--- src/rtl/tune_sequencer.sv ---
// Melody sequencer feeding the piano tone generator: walks a 16-entry tune memory,
// times each entry in beats and forces a short silent gap at the end of every entry.
module tune_sequencer #(
  parameter int unsigned TICK_DIV   = 10_000_000,
  parameter int unsigned GAP_CYCLES = 1_000_000
) (
  input  logic       clk,
  input  logic       rst_n,
  input  logic       wr_en,
  input  logic [3:0] wr_addr,
  input  logic [9:0] wr_data,
  input  logic       start,
  input  logic       stop,
  input  logic       loop,
  output logic [3:0] note,
  output logic       hush,
  output logic       busy,
  output logic [3:0] step
);

  localparam int unsigned TickW = (TICK_DIV > 1) ? $clog2(TICK_DIV) : 1;
  localparam logic [TickW-1:0] TickReload = TickW'(TICK_DIV - 1);
  localparam logic [TickW-1:0] GapLimit   = TickW'(GAP_CYCLES);

  localparam logic [1:0] StIdle = 2'd0;
  localparam logic [1:0] StLoad = 2'd1;
  localparam logic [1:0] StPlay = 2'd2;

  // Tune memory: no reset, contents survive rst_n.
  logic [9:0] mem_q [16];

  always_ff @(posedge clk) begin
    if (wr_en) begin
      mem_q[wr_addr] <= wr_data;
    end
  end

  logic [9:0] entry;
  assign entry = mem_q[step_q];

  logic [1:0]       state_q, state_d;
  logic [3:0]       step_q, step_d;
  logic [TickW-1:0] tick_q, tick_d;
  logic [3:0]       beat_q, beat_d;
  logic [3:0]       cur_note_q, cur_note_d;
  logic             cur_rest_q, cur_rest_d;
  logic             cur_end_q, cur_end_d;
  logic [3:0]       note_q, note_d;
  logic             hush_q, hush_d;
  logic             busy_q, busy_d;

  always_comb begin
    state_d    = state_q;
    step_d     = step_q;
    tick_d     = tick_q;
    beat_d     = beat_q;
    cur_note_d = cur_note_q;
    cur_rest_d = cur_rest_q;
    cur_end_d  = cur_end_q;
    note_d     = note_q;
    hush_d     = hush_q;
    busy_d     = busy_q;

    unique case (state_q)
      StIdle: begin
        hush_d = 1'b1;
        busy_d = 1'b0;
        if (start) begin
          state_d = StLoad;
          step_d  = 4'd0;
          busy_d  = 1'b1;
        end
      end

      StLoad: begin
        cur_note_d = entry[7:4];
        cur_rest_d = entry[8];
        cur_end_d  = entry[9];
        tick_d     = TickReload;
        beat_d     = entry[3:0];
        state_d    = StPlay;
        note_d     = entry[7:4];
        // GAP_CYCLES < TICK_DIV, so the first play cycle is never inside the gap.
        hush_d     = entry[8];
        busy_d     = 1'b1;
      end

      StPlay: begin
        busy_d = 1'b1;
        if ((tick_q == '0) && (beat_q == 4'd0)) begin
          hush_d = 1'b1;
          if (cur_end_q) begin
            if (loop) begin
              step_d  = 4'd0;
              state_d = StLoad;
            end else begin
              state_d = StIdle;
              busy_d  = 1'b0;
            end
          end else begin
            step_d  = step_q + 4'd1;
            state_d = StLoad;
          end
        end else begin
          if (tick_q == '0) begin
            beat_d = beat_q - 4'd1;
            tick_d = TickReload;
          end else begin
            tick_d = tick_q - 1'b1;
          end
          note_d = cur_note_q;
          hush_d = cur_rest_q | ((beat_d == 4'd0) && (tick_d < GapLimit));
        end
      end

      default: begin
        state_d = StIdle;
        hush_d  = 1'b1;
        busy_d  = 1'b0;
      end
    endcase

    // Stop overrides everything, including a simultaneous start.
    if (stop) begin
      state_d = StIdle;
      step_d  = step_q;
      note_d  = note_q;
      hush_d  = 1'b1;
      busy_d  = 1'b0;
    end
  end

  always_ff @(posedge clk or negedge rst_n) begin
    if (!rst_n) begin
      state_q    <= StIdle;
      step_q     <= 4'd0;
      tick_q     <= '0;
      beat_q     <= 4'd0;
      cur_note_q <= 4'd0;
      cur_rest_q <= 1'b0;
      cur_end_q  <= 1'b0;
      note_q     <= 4'd0;
      hush_q     <= 1'b1;
      busy_q     <= 1'b0;
    end else begin
      state_q    <= state_d;
      step_q     <= step_d;
      tick_q     <= tick_d;
      beat_q     <= beat_d;
      cur_note_q <= cur_note_d;
      cur_rest_q <= cur_rest_d;
      cur_end_q  <= cur_end_d;
      note_q     <= note_d;
      hush_q     <= hush_d;
      busy_q     <= busy_d;
    end
  end

  assign note = note_q;
  assign hush = hush_q;
  assign busy = busy_q;
  assign step = step_q;

endmodule

--- config.mk ---
export PLATFORM = sky130hd
export DESIGN_NAME = tune_sequencer
export DESIGN_NICKNAME = d
export VERILOG_FILES = /design/src/rtl/tune_sequencer.sv
export SDC_FILE = /design/constraint.sdc
export NUM_CORES = 1
export LEC_CHECK = 0
export ABC_CLOCK_PERIOD_IN_PS = 4800
export CORE_AREA = 2 2 130 132
export DETAILED_ROUTE_END_ITERATION = 16
export DIE_AREA = 0 0 132 134
export GPL_TIMING_DRIVEN = 1
export PLACE_DENSITY_LB_ADDON = 0.3
export SETUP_SLACK_MARGIN = 0.15
export SYNTH_ARGS = -nofsm -noshare
export SYNTH_HDL_FRONTEND = slang
export SYNTH_SLANG_ARGS = --single-unit
export TNS_END_PERCENT = 20
--- constraint.sdc ---
create_clock -name clk -period 4.8 [get_ports clk]
set_clock_uncertainty 0.1 [all_clocks]
set_input_delay 0.96 -clock clk [delete_from_list [all_inputs] [get_ports clk]]
set_output_delay 0.96 -clock clk [all_outputs]
set_load 0.05 [all_outputs]
Word level (Yosys, flattened, before mapping)
Memories as Yosys holds them, arrays and structs flattened.
Index checks and enable logic that the tools add are counted.
{"block": "word_totals", "in_bits": 20, "memories": 1, "mem_bits_rw": 160, "latch_bits": 0, "romBits": 0, "elab_cells": 71, "output_inout_bits": 10, "ff_bits": 46}
{"block": "op_classes", "add_sub_neg": 3, "n_lt_le_gt_ge": 1, "n_eq_ne": 8, "mul": 0, "bitwise": 2, "n_div": 0, "muxes": 34, "n_reduce_logical": 12, "n_shift": 0}
{"memory": "mem_q", "depth": 16, "word_bits": 10, "rd": 1, "rd_clocked_by_memory_dff": 0, "wr": 1, "line_no": "30", "source": "logic [9:0] mem_q [16];"}
{"op": "24-bit 2-to-1 mux", "n": 4}
{"op": "24-bit case mux with 2 select lines", "n": 1}
{"op": "4-bit 2-to-1 mux", "n": 9}
{"op": "24-bit zero test", "n": 1}
{"op": "24-bit by 20-bit less-than comparator with 1-bit output (second input constant)", "n": 1}
{"op": "4-bit case mux with 2 select lines", "n": 3}
{"op": "24-bit by 1-bit subtractor with 24-bit output (second input constant)", "n": 1}
{"op": "1-bit 2-to-1 mux", "n": 10}
{"op": "3-bit != test (second input constant)", "n": 3}
{"op": "4-bit zero test", "n": 2}
{"op": "2-bit 2-to-1 mux", "n": 4}
{"op": "2-bit != test (second input constant)", "n": 3}
{"op": "2-bit case mux with 3 select lines", "n": 1}
{"op": "5-bit AND reduction", "n": 1}
{"op": "4-bit by 1-bit adder with 4-bit output (second input constant)", "n": 1}
{"op": "2-bit AND reduction", "n": 2}
{"op": "2-bit nonzero test", "n": 2}
{"op": "4-bit by 1-bit subtractor with 4-bit output (second input constant)", "n": 1}
{"op": "1-bit case mux with 3 select lines", "n": 1}
{"op": "3-bit AND reduction", "n": 1}
{"op": "2-bit by 1-bit == test with 1-bit output (second input constant)", "n": 1}
{"op": "2-bit == test (second input constant)", "n": 1}
{"op": "1-bit logical AND", "n": 2}
{"op": "2-bit zero test", "n": 1}
{"op": "3 further kinds", "n": 3}

Longest topological paths before layout
Gate-level depths: netlist (run 1).
{"block": "depth", "depth_word": 10, "depth_mapped": 10}

Least setup slack after synthesis (run 1)
OpenSTA, ideal clock, no wires.
{"block": "synth_timing", "kind": "flip-flop to flip-flop", "startpoint": "register step_q[0] (netlist: step[0])", "endpoint": "register beat_q[2]", "path_stages_with_launch": 9, "path_slack_ps": 1706, "synth_period_minus_slack_ps": 3094, "t_arrival_ps": 2858, "cell_sequence": "dfrtp_1 -> buf_2 -> buf_1 -> buf_1 -> mux4_2 -> a22oi_1 -> nand3_1 -> o211ai_1 -> o21ai_0"}
{"block": "synth_via", "elab_chain_len": 2}
{"element": "start: declaration", "line_no": "42", "source": "logic [3:0] step_q, step_d;"}
{"element": "start signal: assignment", "line_no": "147", "source": "step_q <= step_d;"}
{"element": "memory read 16 x 10 bit"}
{"element": "4-bit case mux with 2 select lines", "line_no": "64", "source": "unique case (state_q)"}
{"element": "end signal: assignment", "line_no": "149", "source": "beat_q <= beat_d;"}
{"element": "end: declaration", "line_no": "44", "source": "logic [3:0] beat_q, beat_d;"}
No other way between the ends.
A chain may end at the register's enable or synchronous reset.

Final worst setup path (run 1)
{"block": "layout_timing", "startpoint": "register tick_q[8]", "endpoint": "register beat_q[3]"}
{"block": "layout_via", "elab_chain_len": 6, "word_cells_on_any_way": 9}
{"element": "start: declaration", "line_no": "43", "source": "logic [TickW-1:0] tick_q, tick_d;"}
{"element": "start signal: assignment", "line_no": "148", "source": "tick_q <= tick_d;"}
{"element": "24-bit zero test *", "line_no": "90, 105"}
{"element": "4-bit 2-to-1 mux", "line_no": "105", "source": "if (tick_q == '0) begin"}
{"element": "4-bit 2-to-1 mux", "line_no": "90", "source": "if ((tick_q == '0) && (beat_q == 4'd0)) begin"}
{"element": "4-bit 2-to-1 mux", "line_no": "64"}
{"element": "4-bit 2-to-1 mux", "line_no": "90"}
{"element": "4-bit case mux with 2 select lines", "line_no": "64"}
Every way passes the cells marked *; elsewhere a longest branch is shown, timed or not. The select of a mux whose other input is x is not followed.

==> results.yml, run 1 <==
clocking:
  postCtsSetupBuffers: 0
  cts_made_buffers: 23
  clock_latency_ns: 0.52
  clk_pin_slew_ns: 0.06
  cts.sinks: 206
  cts-hold-fix-buffers: 0
  cts_tree: "built"
  clockBufferDepth: 3
  ctsHtreeMaxLevel: 1
  cts_resized: 0
  cts_root_buf: "clkbuf_16"
logic_synthesis:
  async_flop_share: 0.223
  synth_area_per_cell_um2: 14.3
  ys_warn_count: 0
  synth_flop_cell: "edfxtp_1"
  netlist_instances: 634
  ys_types: 61
  synth_edf_count: 160
  syn_area_um2: 9060
  synth-seq-area-share: 0.657
  yosys_register_bits: 206
  syn_nets: 664
sta:
  setup_viol: 0
  period_share: 0.700
  rsz0062_at_grt: "false"
  final.setup.tns_ns: 0
  finalMaxSlewViolations: 0
  slew_headroom: 0.182
  finalHoldViolCount: 0
  fmax_ghz: 0.297
  fin_crit_ns: 3.36
  worstMarginPinSlew_ns: 1.22
route:
  wl_per_cell_um: 21.2
  viasPerCell: 6.31
  ant_nets: 0
  drtIter0Drc: 503
  dr.pass1.iters: 7
  wl_um: 19100
  vias: 5672
  drc: 0
critical_path:
  critPathCaptureType: "flop"
  start_kind: "flop"
  crit_top_cell: "nor4_1"
  cp.arrival_ns: 3.64
  crit_type: "reg2reg"
  cp.required_ns: 5.08
  slowest_delay_ns: 0.76
  worst_path_max_delay_cell: "nor4_1"
  worstPathCellList: "nor4_1, nand2_1, or3_2, nor4_1, mux2i_1, o21ai_0"
  worstPathMaxFanout: 12
finish:
  layout-drive-gt1-share: 0.138
  nNetsFinal: 692
  final_cell_mix: "160 x edfxtp_1, 45 x nor2_1, 44 x o21ai_0, 44 x dfrtp_1, 37 x mux2i_1"
  final_common_cell: "edfxtp_1"
  area_growth_pct: 13.9
  diodes: 0
  nFillCells: 1176
placed_design:
  port_buffers: 29
  dpl.hpwl_um: 12500
  gp_congestion: 0.837
global_routing:
  antenna_found_initial: 0
  grt-ovfl-total: 0
  grt_max_degree: 47
  grt_pass1_wl_um: 30500
  track_usage: 0.221
  grt_pass1_vias: 5451
min_path:
  hold_class: "reg2reg"
run_status:
  outcome: "finished clean"
floorplanning:
  die_h_um: 134
  io_pins: 30
  core_area_um2: 16300
  start_util: 0.556
  fp.dieW_um: 132
  die_area_um2: 17700
  rows: 47
power:
  power_uw: 4760
  cellLeakagePower_uw: 0.00339
  power_density_nw_per_um2: 461
  irDropWorstVdd_v: 0.000308
job:
  cap_violations: 0
==> layout make-up <==
type / instances / area, µm² / share of cell area
Clock buffer: 27 / 591 / 0.0572
Sequential cell: 206 / 5960 / 0.578
Multi-Input combinational cell: 379 / 2900 / 0.281
Timing Repair Buffer: 40 / 368 / 0.0357
Clock inverter: 15 / 176 / 0.0171
Inverter: 12 / 45.0 / 0.00437
Tap cell: 220 / 275 / 0.0267
==> cell usage after synthesis (2+ instances only) <==
master / count / area share
o211ai_1: 5 / 0.0041
xnor2_1: 4 / 0.0039
and4b_1: 2 / 0.0022
and2_1: 4 / 0.0028
o41ai_1: 3 / 0.0029
mux4_2: 23 / 0.057
o31ai_1: 3 / 0.0025
nor2b_1: 3 / 0.0021
ha_1: 10 / 0.014
buf_2: 6 / 0.0033
and4_1: 2 / 0.0019
o31a_1: 2 / 0.0019
dfrtp_1: 45 / 0.12
o21ai_0: 44 / 0.024
nor3_1: 14 / 0.0077
nand3_1: 9 / 0.0050
nor4_1: 11 / 0.0076
a21oi_1: 24 / 0.013
a221oi_1: 16 / 0.015
buf_1: 4 / 0.0017
xor2_1: 5 / 0.0048
clkbuf_1: 25 / 0.010
or3b_2: 2 / 0.0019
a21o_1: 8 / 0.0066
a31oi_1: 9 / 0.0062
mux2i_1: 37 / 0.041
nor2_1: 45 / 0.019
a211oi_1: 4 / 0.0033
inv_1: 11 / 0.0046
or2_2: 3 / 0.0021
nand4_1: 6 / 0.0041
or4b_2: 2 / 0.0022
nand3b_1: 3 / 0.0025
mux2_2: 9 / 0.011
or3_1: 5 / 0.0035
or4_1: 4 / 0.0033
nand2_1: 24 / 0.0099
nand2b_1: 7 / 0.0048
a22oi_1: 9 / 0.0075
edfxtp_1: 160 / 0.53
a221o_1: 2 / 0.0022
==> stage by stage <==
stage | instances | setup WS (ns) | area [µm²] | hold slack (ns) | utilization
2_1_floorplan | 634 | 1.71 | 9060 | 0.383 | -
3_3_place_gp | 857 | 1.61 | 9550 | 0.391 | 0.586
3_5_place_dp | 857 | 1.51 | 9550 | 0.402 | 0.586
4_1_cts | 899 | 1.49 | 10300 | 0.414 | 0.633
5_1_grt | 899 | 1.24 | 10300 | 0.434 | 0.633
6_report | 899 | 1.44 | 10300 | 0.414 | 0.633
==> state kept, by name, indices dropped and copies added (netlist names) <==
signal	cells
tick_q	24
cur_note_q	4
cur_end_q	1
mem_q	160
beat_q	4
cur_rest_q	1
step	4
busy	1
hush	1
note	4
state_q	2
==> path summary, 6_finish.rpt <==
check / to / depth (start not counted) / slack, ns / start
worst max-delay path: beat_q[3]$_DFFE_PN0P_ / 6 / 1.44 / tick_q[8]$_DFFE_PN0P_
max in group asynchronous: step[0]$_DFFE_PN0P_ / 1 / 3.34 / rst_n
worst min register to register: note[0]$_DFFE_PN0P_ / 1 / 0.41 / note[0]$_DFFE_PN0P_
worst min-delay path: note[0]$_DFFE_PN0P_ / 1 / 0.41 / note[0]$_DFFE_PN0P_
min in group asynchronous: step[1]$_DFFE_PN0P_ / 1 / 0.52 / rst_n
worst max register to register: beat_q[3]$_DFFE_PN0P_ / 6 / 1.44 / tick_q[8]$_DFFE_PN0P_
==> power breakdown <==
group / leakage, µW / internal [µW] / total (µW) / switching (µW)
clock network: 0.000378 / 1050 / 1750 / 694
logic: 0.00104 / 342 / 837 / 495
registers: 0.00197 / 2050 / 2170 / 120
total: 0.00339 / 3450 / 4760 / 1310
==> metal layers <==
layer	GRT usage	vias up	routed length [µm]
met5	0	-	0
met4	0.0556	0	297
met3	0.0280	32	1350
met2	0.360	246	9270
met1	0.320	2832	8160
li1	-	2562	-
==> critical path, delay by kind of cell (launching register included) <==
kind | cells | cell delay, ns
flip-flops | 1 | 0.50
AND/OR/NAND/NOR | 4 | 2.24
AO/OA/AOI/OAI | 1 | 0.11
multiplexers | 1 | 0.27
==> kinds of logic (layout without fill, tap and decap cells) <==
group / after synthesis / in the layout / synth area share
adder cells (fa/ha/maj): 10 / 10 / 0.0138
AO/OA/AOI/OAI: 138 / 138 / 0.0990
XOR/XNOR: 9 / 9 / 0.00870
flip-flops: 206 / 206 / 0.657
AND/OR/NAND/NOR: 153 / 153 / 0.0895
multiplexers: 69 / 69 / 0.109
buffers and inverters: 49 / 94 / 0.0224
Power figures use the tool's default switching activity.
==> inputs of run 2 (changes only) <==
--- a/config.mk
+++ b/config.mk
@@ -5,10 +5,10 @@
 export SDC_FILE = /design/constraint.sdc
 export NUM_CORES = 1
 export LEC_CHECK = 0
-export ABC_CLOCK_PERIOD_IN_PS = 4800
-export CORE_AREA = 2 2 130 132
+export ABC_CLOCK_PERIOD_IN_PS = 3050
+export CORE_AREA = 2 2 132 134
 export DETAILED_ROUTE_END_ITERATION = 16
-export DIE_AREA = 0 0 132 134
+export DIE_AREA = 0 0 134 136
 export GPL_TIMING_DRIVEN = 1
 export PLACE_DENSITY_LB_ADDON = 0.3
 export SETUP_SLACK_MARGIN = 0.15
==> constraint.sdc (replaced) <==
create_clock -name clk -period 3.05 [get_ports clk]
set_clock_uncertainty 0.1 [all_clocks]
set_input_delay 0.61 -clock clk [delete_from_list [all_inputs] [get_ports clk]]
set_output_delay 0.61 -clock clk [all_outputs]
set_load 0.05 [all_outputs]
==> results.yml, run 2 (synthesized netlist as in run 1, its figures left out) <==
floorplanning:
  die_h_um: 136
  rows: 48
  start_util: 0.537
  fp.dieW_um: 134
  core_area_um2: 16900
  die_area_um2: 18200
  io_pins: 30
route:
  ant_nets: 0
  drtIter0Drc: 455
  vias: 5712
  wl_um: 19500
  drc: 0
  wl_per_cell_um: 20.6
  dr.pass1.iters: 5
  viasPerCell: 6.03
finish:
  diodes: 0
  nNetsFinal: 735
  final_common_cell: "edfxtp_1"
  top_register: "mem_q"
  layout-drive-gt1-share: 0.191
  area_growth_pct: 17.6
  reg_top3: "mem_q: 160 flops, tick_q: 24 flops"
  largest_reg_flops: 160
  nFillCells: 1234
  final_cell_mix: "160 x edfxtp_1, 54 x buf_4, 45 x nor2_1"
run_status:
  outcome: "finished clean"
clocking:
  ctsHtreeMaxLevel: 1
  clk_pin_slew_ns: 0.06
  cts.sinks: 206
  cts_root_buf: "clkbuf_16"
  clock_latency_ns: 0.51
  cts_tree: "built"
  clockBufferDepth: 3
  cts_made_buffers: 23
  cts-hold-fix-buffers: 0
sta:
  worstMarginPinSlew_ns: 0.726
  finalHoldViolCount: 0
  fmax_ghz: 0.344
  setup_ws_ns: 0.146
  slew_headroom: 0.516
  final.setup.tns_ns: 0
  period_share: 0.952
  rsz0062_at_grt: "true"
  finalMaxSlewViolations: 0
  setup_viol: 0
  fin_crit_ns: 2.90
power:
  irDropWorstVdd_v: 0.000543
  cellLeakagePower_uw: 0.00361
  power_uw: 7500
  power_density_nw_per_um2: 704
critical_path:
  critPathLaunch: "tick_q[17]$_DFFE_PN0P_"
  start_kind: "flop"
  r2r-start: "tick_q[17]$_DFFE_PN0P_"
  critPathCaptureType: "flop"
  worstPathMaxFanout: 6
  cp.required_ns: 3.38
  cp.arrival_ns: 3.24
  crit_type: "reg2reg"
min_path:
  hold_class: "in2async"
global_routing:
  track_usage: 0.223
  grt-ovfl-total: 0
  antenna_found_initial: 0
  grt_pass1_wl_um: 31500
  grt_max_degree: 33
  grt_pass1_vias: 5731
placed_design:
  post-place-ws_ns: 0.0597
  dpl.hpwl_um: 13100
  gp_congestion: 0.860
  port_buffers: 29
job:
  cap_violations: 0
run 2: cell types whose count changed in the layout (fill, tap and decap cells not counted), sizes merged:
cell / delta
clkinv: -3
clkinvlp: -1
clkdlybuf4s50: -1
bufinv: -1
inv: +1
buf: +44
clkbuf: +4
run 2: layer usage:
layer / vias up / part of all wire / track usage
li1: 2640 / - / -
met1: 2876 / 0.43 / 0.305
met2: 161 / 0.50 / 0.378
met3: 35 / 0.048 / 0.0298
met4: 0 / 0.021 / 0.0638
met5: - / 0 / 0
run 2: worst paths after layout:
check | end | slack, ns | depth (start not counted)
worst max register to register | state_q[0]$_DFFE_PN0P_ | 0.15 | 6
min in group clk | note[3]$_DFFE_PN0P_ | 0.41 | 1
worst max-delay path | state_q[0]$_DFFE_PN0P_ | 0.15 | 6
worst min register to register | note[3]$_DFFE_PN0P_ | 0.41 | 1
worst min-delay path | note[0]$_DFFE_PN0P_ | 0.05 | 1
max in group asynchronous | tick_q[13]$_DFFE_PN0P_ | 2.19 | 2
run 2: power breakdown:
part | internal, µW | switching [µW]
logic | 588 | 809
clock network | 1630 | 1070
registers | 3230 | 178
total | 5440 | 2060
run 2: worst max-delay path: stages (launching register included):
cell and delay [ns]:
dfrtp_1 0.37, or4_4 0.55, or4_4 0.54, or4b_4 0.55, a21o_1 0.21, or3_1 0.36, a21oi_1 0.16
run 2: layout make-up:
class | count | area [µm²] | share of cell area
Sequential cell | 206 | 5960 | 0.560
Multi-Input combinational cell | 379 | 2910 | 0.273
Timing Repair Buffer | 83 | 701 | 0.0658
Clock buffer | 31 | 626 | 0.0587
Tap cell | 225 | 282 | 0.0264
Clock inverter | 11 | 128 | 0.0120
Inverter | 12 | 45.0 | 0.00423
run 2: what timing repair did:
action                                  in CTS  in global routing
buffers inserted                             0                  0
endpoints found under the setup margin       9                 16
gates cloned                                 0                  0
gates resized for setup                      1                  2
run 2: through the flow:
stage / hold slack (ns) / utilization / instance area [µm²] / std cells
CTS: 0.0713 / 0.631 / 10600 / 947
floorplan: 0.214 / - / 9060 / 634
detailed placement: 0.401 / 0.586 / 9890 / 905
global placement: 0.390 / 0.586 / 9890 / 905
finish: 0.0533 / 0.631 / 10700 / 947
global route: 0.0965 / 0.631 / 10700 / 947
==> patch (flow settings as in run 1) <==
`TICK_DIV`: 10_000_000 -> 2_500_000.
--- a/src/rtl/tune_sequencer.sv
+++ b/src/rtl/tune_sequencer.sv
@@ -1,7 +1,7 @@
 // Melody sequencer feeding the piano tone generator: walks a 16-entry tune memory,
 // times each entry in beats and forces a short silent gap at the end of every entry.
 module tune_sequencer #(
-  parameter int unsigned TICK_DIV   = 10_000_000,
+  parameter int unsigned TICK_DIV   = 2_500_000,
   parameter int unsigned GAP_CYCLES = 1_000_000
 ) (
   input  logic       clk,
Check against the original RTL: no difference found for any inputs over 10 cycles, from zero or initial values and one cycle with rst_n low; that may be too few to reach the edited logic, so the function may still have changed.
==> patch against run 1 <==
  * Routed wire length shrank 4.3%
  * Sequential cell count shrank 2
  * Maximum frequency shrank 1.8%
  * First-iteration DRC count shrank 8.2%
  * Setup slack lost 0.063 ns
  * Synthesized area shrank 3.0%
  * Cell area shrank 3.2%
  * Total power shrank 3.1%
  * Worst hold slack lost 0.038 ns
  * Critical endpoint is now step[0]
==> patch: results (changes against run 1) <==
clock_tree:
  ctsResizeCount: 0  # unchanged
  cts.clk_slew.worst_paths_ns: 0.05
  cts_setup_buffers: 0  # unchanged
  numCtsBuffers: 22  # -4.3%
  cts-htree-levels: 1  # unchanged
  cts-root-buf: "clkbuf_16"
  cts_hold_buffers: 0  # unchanged
  clock_latency_ns: 0.51
  cts_buffer_depth: 3  # unchanged
yosys:
  synth_edf_count: 160  # unchanged
  yosysSeqAreaShare: 0.6722  # +0.01480
  synth_area_leaders: "edfxtp_1 (55%), dfrtp_1 (12%), mux4_2 (5.1%), mux2i_1 (4.3%), o21ai_0 (2.6%)"
  ys_types: 68  # +11%
  synth_nets: 633  # -4.7%
  ys_async_sr_fraction: 0.2157  # -0.007615
  yosysWarnings: 0  # unchanged
  netlist_top_cells_count: "edfxtp_1 (160), o21ai_0 (46), dfrtp_1 (43)"
worst_hold_path:
  hold_path_class: "reg -> reg"
grt:
  antenna_found_initial: 0  # unchanged
  grt_pass1_vias: 5181  # -5.0%
  use_met1: 0.2941  # -0.02593
  track_usage: 0.2077  # -0.01290
  grt_max_degree: 45  # -4.3%
  grt_use_met3: 0.04195  # +0.01398
  grt_pass1_wl_um: 28570  # -6.3%
  grtUsageMet2: 0.3354  # -0.02459
setup_path:
  crit_path_max_incr_delay_ns: 0.94  # +0.18 ns
  path_delay_family: "buffers and inverters"
  crit_path_max_fanout: 41  # +29
  crit_slowest_cell: "clkdlybuf4s50_1"
  cp.arrival_ns: 2.37  # -1.27 ns
placed_design:
  portBuffers: 29  # unchanged
  hpwl_um: 11730  # -6.4%
  dpl-instance-area_um2: 9293  # -2.7%
  routabilityCongestion: 0.8433  # +0.76%
  place_ws_ns: 1.642  # +0.1330 ns
detailed_routing:
  dr.pass1.iters: 7  # unchanged
  viasPerCell: 6.024  # -4.5%
  first_iter_violations: 462  # -8.2%
  wl_met3_um: 1261  # -6.5%
  wl_um: 18250  # -4.3%
  wl_met1_um: 7986  # -2.1%
  wl_met2_um: 8696  # -6.2%
  routed.top_layer: "met4"
timing:
  slew_violations: 0  # unchanged
  worst_slew_margin_rel: 0.2436  # +0.06109
finish:
  finalNetCount: 669  # -3.3%
  drive_gt1_frac: 0.1296  # -0.008866
  diodes: 0  # unchanged
  largestRegisters: "mem_q: 160 flops, tick_q: 22 flops"
power:
  leakage_uw: 0.003220  # -5.0%
  ir_drop_v: 0.0003063  # -0.66%
outcome:
  status: "finished clean"
## patch: changes by cell type in the layout (fill, tap and decap cells not counted), moves of 4 or more
cell | before | now
nand4_1 | 6 | 2
nand2_1 | 24 | 34
a31oi_1 | 9 | 13
mux2_2 | 9 | 4
nor2_1 | 45 | 38
nor4_1 | 11 | 2
clkinv_2 | 7 | 3
a211oi_1 | 4 | 0
a21oi_1 | 24 | 31
clkinv_1 | 3 | 7
a21o_1 | 8 | 0
## patch: cell type report
class,instances,area [µm²]
clock buffers,26,565.5
flip-flops and latches,204,5911
multi-input cells,362,2709
clock inverters,14,128.9
well taps,220,275.3
repair buffers,38,352.8
inverters,12,45.04
fillers,1226,6302
## patch: power breakdown
group          internal, µW  switching, µW  leakage [µW]  total (µW)
registers              2030            140       0.00196        2170
clock network           951            667      0.000332        1620
logic                   329            490      0.000925         819
total                  3310           1300       0.00322        4610
## patch: worst paths after layout
kind / start / end / slack, ns / cells after the start
max in group asynchronous: rst_n / step[0] / 3.32 / 1
worst min-delay path: note[3] / note[3] / 0.38 / 2
worst max register to register: tick_q[0] / note[1] / 1.79 / 8
min in group asynchronous: rst_n / tick_q[19] / 0.54 / 1
worst max-delay path: step[0] / step[0] / 1.37 / 1
worst min register to register: note[3] / note[3] / 0.38 / 2
## patch: cells by family after synthesis
family / share of synthesized area
buffers and inverters: 0.01951
AND/OR/NAND/NOR: 0.08686
multiplexers: 0.09967
adder cells (fa/ha/maj): 0.01282
AO/OA/AOI/OAI: 0.1011
flip-flops: 0.6722
XOR/XNOR: 0.007832
## patch: through the flow
step	instances	hold slack [ns]	total power, µW
detailed placement	836	0.3728	3024
CTS	876	0.3850	4635
global route	876	0.4202	4799
finish	876	0.3761	4608
floorplan	604	0.3645	2783
global placement	836	0.3644	2996
